==> src/rtl/datapath_pkg.sv <==
// rtl/datapath_pkg.sv - ALU op codes and datapath mux select encodings
package datapath_pkg;

   typedef enum logic [2:0] {
      ALU_ADD  = 3'b000,
      ALU_SUB  = 3'b001,
      ALU_AND  = 3'b010,
      ALU_OR   = 3'b011,
      ALU_XOR  = 3'b100,
      ALU_MOV  = 3'b101,
      ALU_MUL  = 3'b110,
      ALU_ZERO = 3'b111
   } alu_op_t;

   typedef enum logic [1:0] {
      SRCA_REG    = 2'b00,
      SRCA_PC     = 2'b01,
      SRCA_ALUOUT = 2'b10,
      SRCA_ZERO   = 2'b11
   } srca_sel_t;

   typedef enum logic [1:0] {
      SRCB_WD   = 2'b00,
      SRCB_IMM  = 2'b01,
      SRCB_FOUR = 2'b10,
      SRCB_ZERO = 2'b11
   } srcb_sel_t;

   typedef enum logic [1:0] {
      RES_ALUOUT = 2'b00,
      RES_DATA   = 2'b01,
      RES_ALU    = 2'b10,
      RES_ALU2   = 2'b11
   } res_sel_t;

   typedef enum logic [1:0] {
      IMM_8    = 2'b00,
      IMM_12   = 2'b01,
      IMM_BR   = 2'b10,
      IMM_NONE = 2'b11
   } imm_sel_t;

   localparam logic [3:0] PC_REG = 4'hF;

endpackage

==> src/rtl/datapath_regfile.sv <==
// rtl/datapath_regfile.sv - r0..r14 register file, address 15 reads the R15 input
module regfile
   import datapath_pkg::*;
(
   input  logic        clk,
   input  logic        reset,
   input  logic        we3,
   input  logic [3:0]  a1,
   input  logic [3:0]  a2,
   input  logic [3:0]  a3,
   input  logic [31:0] wd3,
   input  logic [31:0] r15,
   output logic [31:0] rd1,
   output logic [31:0] rd2
);

   logic [31:0] rf [0:14];

   always_ff @(posedge clk) begin
      if (reset) begin
         for (int i = 0; i < 15; i++) rf[i] <= 32'd0;
      end else if (we3 && a3 != PC_REG) begin
         rf[a3] <= wd3;
      end
   end

   // PC is not stored here; address 15 returns whatever the caller supplies
   assign rd1 = (a1 == PC_REG) ? r15 : rf[a1];
   assign rd2 = (a2 == PC_REG) ? r15 : rf[a2];

endmodule

==> src/rtl/datapath.sv <==
// rtl/datapath.sv - multicycle ARM-style datapath: PC, IR, regfile, ALU and result muxing
module datapath
   import datapath_pkg::*;
(
   input  logic        clk,
   input  logic        reset,
   output logic [31:0] Adr,
   output logic [31:0] WriteData,
   input  logic [31:0] ReadData,
   output logic [31:0] Instr,
   output logic [3:0]  ALUFlags,
   input  logic        PCWrite,
   input  logic        RegWrite,
   input  logic        IRWrite,
   input  logic        AdrSrc,
   input  logic [1:0]  RegSrc,
   input  logic [1:0]  ALUSrcA,
   input  logic [1:0]  ALUSrcB,
   input  logic [1:0]  ResultSrc,
   input  logic [1:0]  ImmSrc,
   input  logic [2:0]  ALUControl,
   output logic [31:0] PCNext,
   output logic [31:0] PC,
   output logic [31:0] ExtImm,
   output logic [31:0] SrcA,
   output logic [31:0] SrcB,
   output logic [31:0] Result,
   output logic [31:0] Data,
   output logic [31:0] RD1,
   output logic [31:0] RD2,
   output logic [31:0] A,
   output logic [31:0] ALUResult,
   output logic [31:0] ALUOut,
   output logic [3:0]  RA1,
   output logic [3:0]  RA2
);

   logic [32:0] sum;
   logic [31:0] addb;
   logic [31:0] product;
   logic        is_sub;
   logic        is_arith;
   logic        carry;
   logic        ovf;

   always_ff @(posedge clk) begin
      if (reset) begin
         PC        <= 32'd0;
         Instr     <= 32'd0;
         Data      <= 32'd0;
         A         <= 32'd0;
         WriteData <= 32'd0;
         ALUOut    <= 32'd0;
      end else begin
         if (PCWrite) PC    <= PCNext;
         if (IRWrite) Instr <= ReadData;
         Data      <= ReadData;
         A         <= RD1;
         WriteData <= RD2;
         ALUOut    <= ALUResult;
      end
   end

   assign PCNext = Result;
   assign Adr    = AdrSrc ? Result : PC;
   assign RA1    = RegSrc[0] ? PC_REG : Instr[19:16];
   assign RA2    = RegSrc[1] ? Instr[15:12] : Instr[3:0];

   regfile u_regfile (
      .clk   (clk),
      .reset (reset),
      .we3   (RegWrite),
      .a1    (RA1),
      .a2    (RA2),
      .a3    (Instr[15:12]),
      .wd3   (Result),
      .r15   (Result),
      .rd1   (RD1),
      .rd2   (RD2)
   );

   always_comb begin
      ExtImm = 32'd0;
      unique case (imm_sel_t'(ImmSrc))
         IMM_8:    ExtImm = {24'd0, Instr[7:0]};
         IMM_12:   ExtImm = {20'd0, Instr[11:0]};
         IMM_BR:   ExtImm = {{6{Instr[23]}}, Instr[23:0], 2'b00};
         default:  ExtImm = 32'd0;
      endcase
   end

   always_comb begin
      SrcA = 32'd0;
      unique case (srca_sel_t'(ALUSrcA))
         SRCA_REG:    SrcA = A;
         SRCA_PC:     SrcA = PC;
         SRCA_ALUOUT: SrcA = ALUOut;
         default:     SrcA = 32'd0;
      endcase
   end

   always_comb begin
      SrcB = 32'd0;
      unique case (srcb_sel_t'(ALUSrcB))
         SRCB_WD:   SrcB = WriteData;
         SRCB_IMM:  SrcB = ExtImm;
         SRCB_FOUR: SrcB = 32'd4;
         default:   SrcB = 32'd0;
      endcase
   end

   // One adder serves ADD and SUB; subtraction is A + ~B + 1 so carry means "no borrow"
   assign is_sub   = (alu_op_t'(ALUControl) == ALU_SUB);
   assign is_arith = (alu_op_t'(ALUControl) == ALU_ADD) || is_sub;
   assign addb     = is_sub ? ~SrcB : SrcB;
   assign sum      = {1'b0, SrcA} + {1'b0, addb} + {32'd0, is_sub};
   assign product  = SrcA * SrcB;

   always_comb begin
      ALUResult = 32'd0;
      unique case (alu_op_t'(ALUControl))
         ALU_ADD, ALU_SUB: ALUResult = sum[31:0];
         ALU_AND:          ALUResult = SrcA & SrcB;
         ALU_OR:           ALUResult = SrcA | SrcB;
         ALU_XOR:          ALUResult = SrcA ^ SrcB;
         ALU_MOV:          ALUResult = SrcB;
         ALU_MUL:          ALUResult = product;
         default:          ALUResult = 32'd0;
      endcase
   end

   assign carry    = is_arith & sum[32];
   assign ovf      = is_arith & (SrcA[31] == addb[31]) & (sum[31] != SrcA[31]);
   assign ALUFlags = {ALUResult[31], (ALUResult == 32'd0), carry, ovf};

   always_comb begin
      Result = ALUResult;
      unique case (res_sel_t'(ResultSrc))
         RES_ALUOUT: Result = ALUOut;
         RES_DATA:   Result = Data;
         default:    Result = ALUResult;
      endcase
   end

endmodule

==> config.mk <==
export PLATFORM = sky130hd
export DESIGN_NAME = datapath
export DESIGN_NICKNAME = d
export VERILOG_FILES = /design/src/rtl/datapath_pkg.sv /design/src/rtl/datapath_regfile.sv /design/src/rtl/datapath.sv
export SDC_FILE = /design/constraint.sdc
export NUM_CORES = 2
export LEC_CHECK = 0
export BUFFER_PORTS_ARGS = -buffer_cell sky130_fd_sc_hd__buf_2
export CAP_MARGIN = 10
export CORE_MARGIN = 3
export CORE_UTILIZATION = 45
export CTS_CLUSTER_DIAMETER = 30
export CTS_CLUSTER_SIZE = 40
export DETAILED_ROUTE_END_ITERATION = 7
export MAX_ROUTING_LAYER = met4
export PLACE_DENSITY = 0.6
export SLEW_MARGIN = 20
export SYNTH_ARGS = -nofsm -noshare
export SYNTH_HDL_FRONTEND = slang
export SYNTH_SLANG_ARGS = --single-unit
==> constraint.sdc <==
create_clock -name clk -period 21.6 [get_ports clk]
set_input_delay 2.16 -clock clk [delete_from_list [all_inputs] [get_ports clk]]
set_output_delay 2.16 -clock clk [all_outputs]
set_load 0.01 [all_outputs]
==> results.sh <==
export IMPL_cts_sinks=704
export IMPL_start_util=0.4548
export IMPL_htree_levels=4
export IMPL_utilization=0.5406
export IMPL_insertion_delay_ns=0.81
export IMPL_worstSetupStartpointType="primary input"
export IMPL_die_area_sq_um=129700
export IMPL_antenna_found_initial=25
export IMPL_row_count=129
export IMPL_arrival_ns=13.77
export IMPL_reg2reg_to="WriteData[30]"
export IMPL_final_net_count=7330
export IMPL_finalClockSkew_ns=0.08154
export IMPL_grt_overflow=0
export IMPL_tightest_slew_ns=1.311
export IMPL_worstRegToRegCells=30
export IMPL_finalNonFillerCells=8463
export IMPL_drive_gt1_frac=0.1827
export IMPL_layout_commonest_cell="nor2_1"
export IMPL_required_ns=19.44
export IMPL_synth_area_sq_um=56450
export IMPL_numPortBuffers=542
export IMPL_powerDensity_nw_per_um2=84.51
export IMPL_cap_violations=0
export IMPL_synth_seq_cells=704
export IMPL_vias=53600
export IMPL_grtUsageTotal=0.4380
export IMPL_finalHoldViolCount=0
export IMPL_final_setup_viol_count=0
export IMPL_wl_per_cell_um=33.40
export IMPL_drcViolationCount=0
export IMPL_relSlewSlack=0.1152
export IMPL_clk_pin_slew_ns=0.05
export IMPL_synth_warnings=0
export IMPL_synth_top_cell_area_share=0.2724
export IMPL_final_cell_mix="981 x nor2_1, 912 x nand2_1, 541 x buf_2, 521 x inv_1, 512 x edfxtp_1"
export IMPL_synthCells=6249
export IMPL_cts_buffers=170
export IMPL_leakage_nw=29.21
export IMPL_cts_setup_buffers=0
export IMPL_yosysTopAreaCell="edfxtp_1"
export IMPL_tns_ns=0
export IMPL_fillers=11320
export IMPL_grt_pass1_vias=51740
export IMPL_path_max_fanout=33
export IMPL_routabilityCongestion=1.049
export IMPL_cts_tree="done"
export IMPL_synth_edf_count=512
export IMPL_timing_fmax_mhz=62.76
export IMPL_ctsLongestPathBuffers=3
export IMPL_dieWidth_um=360.2
export IMPL_cts_hold_buf=0
export IMPL_synth_area_leaders="edfxtp_1 27%, fa_1 15%, dfxtp_1 6.8%, nor2_1 6.6%, nand2_1 6.2%"
export IMPL_min_path_type="flip-flop to flip-flop"
export IMPL_drt_total_wl_um=282700
export IMPL_syn_avg_cell_area_sq_um=9.034
export IMPL_die_h_um=360.2
export IMPL_antenna_left=0
export IMPL_io_pins=543
export IMPL_root_buffer="clkbuf_16"
export IMPL_async_flop_share=0
export IMPL_dp_cells=8120
export IMPL_maxSlewViolCount=0
export IMPL_core_area_sq_um=124100
export IMPL_ys_types=107
export IMPL_drtPass1Iterations=7
export IMPL_crit_start="ALUSrcA[0]"
export IMPL_area_growth_syn_to_layout_pct=18.87
export IMPL_drt_initial_drc_count=8255
export IMPL_power_mw=5.671
export IMPL_r2r_start="Instr[5]"
export IMPL_status="completed"
export IMPL_cts_resized=0
export IMPL_endpoint_kind="primary output"
export IMPL_synth_ff_type="edfxtp_1"
export IMPL_post_route_period_util=0.7377
export IMPL_r2r_slack_ns=10.30
export IMPL_critPathKind="primary input to primary output"
export IMPL_yosysSeqAreaShare=0.3404
export IMPL_grt_max_degree=156
export IMPL_dp_hpwl_um=193800
export IMPL_viasPerCell=6.333
export IMPL_whs_path_depth=2
export IMPL_crit_end="RD2[27]"
export IMPL_fin_crit_ns=15.93
export IMPL_ir_worst_vdd_mv=0.07438
export IMPL_grt_setup_unrepaired="false"
export IMPL_grt_pass1_wl_um=390900
==> synthesized netlist by cell type (all sizes together) (25+ instances only) <==
master,instances
a311oi,105
ha,215
and3,108
nor3,27
a22oi,25
clkbuf,384
a211oi,54
nand2b,49
nand3,127
nor2,992
nand4,26
nor2b,156
nand2,925
a311o,30
buf,138
edfxtp,512
fa,409
a21o,40
o221ai,53
xnor2,98
o21ai,146
dfxtp,192
a21oi,176
inv,535
mux2i,264
o311ai,30
mux2,84
==> worst min-delay path by stage <==
stage              start        end  slack [ns]
2_1_floorplan     PC[27]     PC[27]        0.52
3_3_place_gp   Instr[25]  Instr[25]        0.47
3_5_place_dp   Instr[26]  Instr[26]        0.49
4_1_cts        Instr[31]  Instr[31]        0.50
5_1_grt        Instr[31]  Instr[31]        0.51
6_report       Instr[25]  Instr[25]        0.49
==> kinds of logic (layout without fill, tap and decap cells) <==
group,count (synthesis),in the layout,synth area share
muxes,354,354,0.06596
xor gates and xnor gates,117,117,0.01968
other,1,54,0.00006643
adders and majority gates,624,624,0.1927
and+or+nand+nor,2494,2494,0.1904
AOI/OAI and AO/OA,885,885,0.1149
buffers and inverters,1070,1594,0.07587
DFF,704,704,0.3404
==> per-stage QoR <==
| step | hold WS [ns] | worst slack (ns) | instance area (sq um) |
|---|---|---|---|
| finish | 0.4950 | 5.666 | 67100 |
| global route | 0.5130 | 5.622 | 67090 |
| CTS | 0.4956 | 6.136 | 67040 |
| detailed placement | 0.4850 | 6.144 | 60840 |
| global placement | 0.4682 | 6.122 | 60840 |
| floorplan | 0.5165 | 8.305 | 56570 |
==> sequential cells by signal, indices dropped and copies added (netlist names) <==
signal        count
A                32
PC               32
u_regfile.rf    512
Instr            32
Data             32
WriteData        32
ALUOut           32
==> critical path, stage by stage <==
cell and delay, ns:
buf_2 0.07, buf_4 0.75, mux2i_1 0.97, nor2_1 0.10, a21oi_1 0.87, inv_1 0.69, nand2_1 0.26, fa_1 0.49
fa_1 0.50, fa_1 0.55, inv_1 0.06, fa_1 0.48, fa_1 0.57, fa_1 0.43, fa_1 0.44, ha_1 0.38
nand3_1 0.17, nor2_1 0.13, a21oi_1 0.42, o21a_1 0.17, o31a_1 0.45, xor2_1 0.27, o221ai_1 0.29, a31oi_1 0.52
a21o_1 0.70, o21ai_0 0.47, buf_2 0.29
==> final cells by class <==
cell class,instances,area (sq um),share of cell area
Sequential cell,704,19230,0.2865
Clock buffer,196,4543,0.06770
Inverter,548,2067,0.03080
Tap cell,1637,2048,0.03052
Multi-Input combinational cell,4506,33390,0.4976
Timing Repair Buffer,725,4120,0.06140
Antenna cell,22,55.05,0.0008204
Clock inverter,125,1653,0.02463
==> routing by layer <==
metal  share of wire  global-route usage  vias to the layer above
li1                -                   -                    21940
met1            0.36              0.5300                    26420
met2            0.43              0.6393                     4199
met3            0.13              0.1297                     1040
met4           0.075              0.2776                        0
met5               0                   -                        -
==> report_power, final <==
part           switching [mW]  internal (mW)  total, mW
clock                   0.902           1.84       2.74
combinational           0.932          0.385       1.32
sequential             0.0805           1.53       1.61
total                    1.91           3.76       5.67
(Power assumes the default switching activity.)
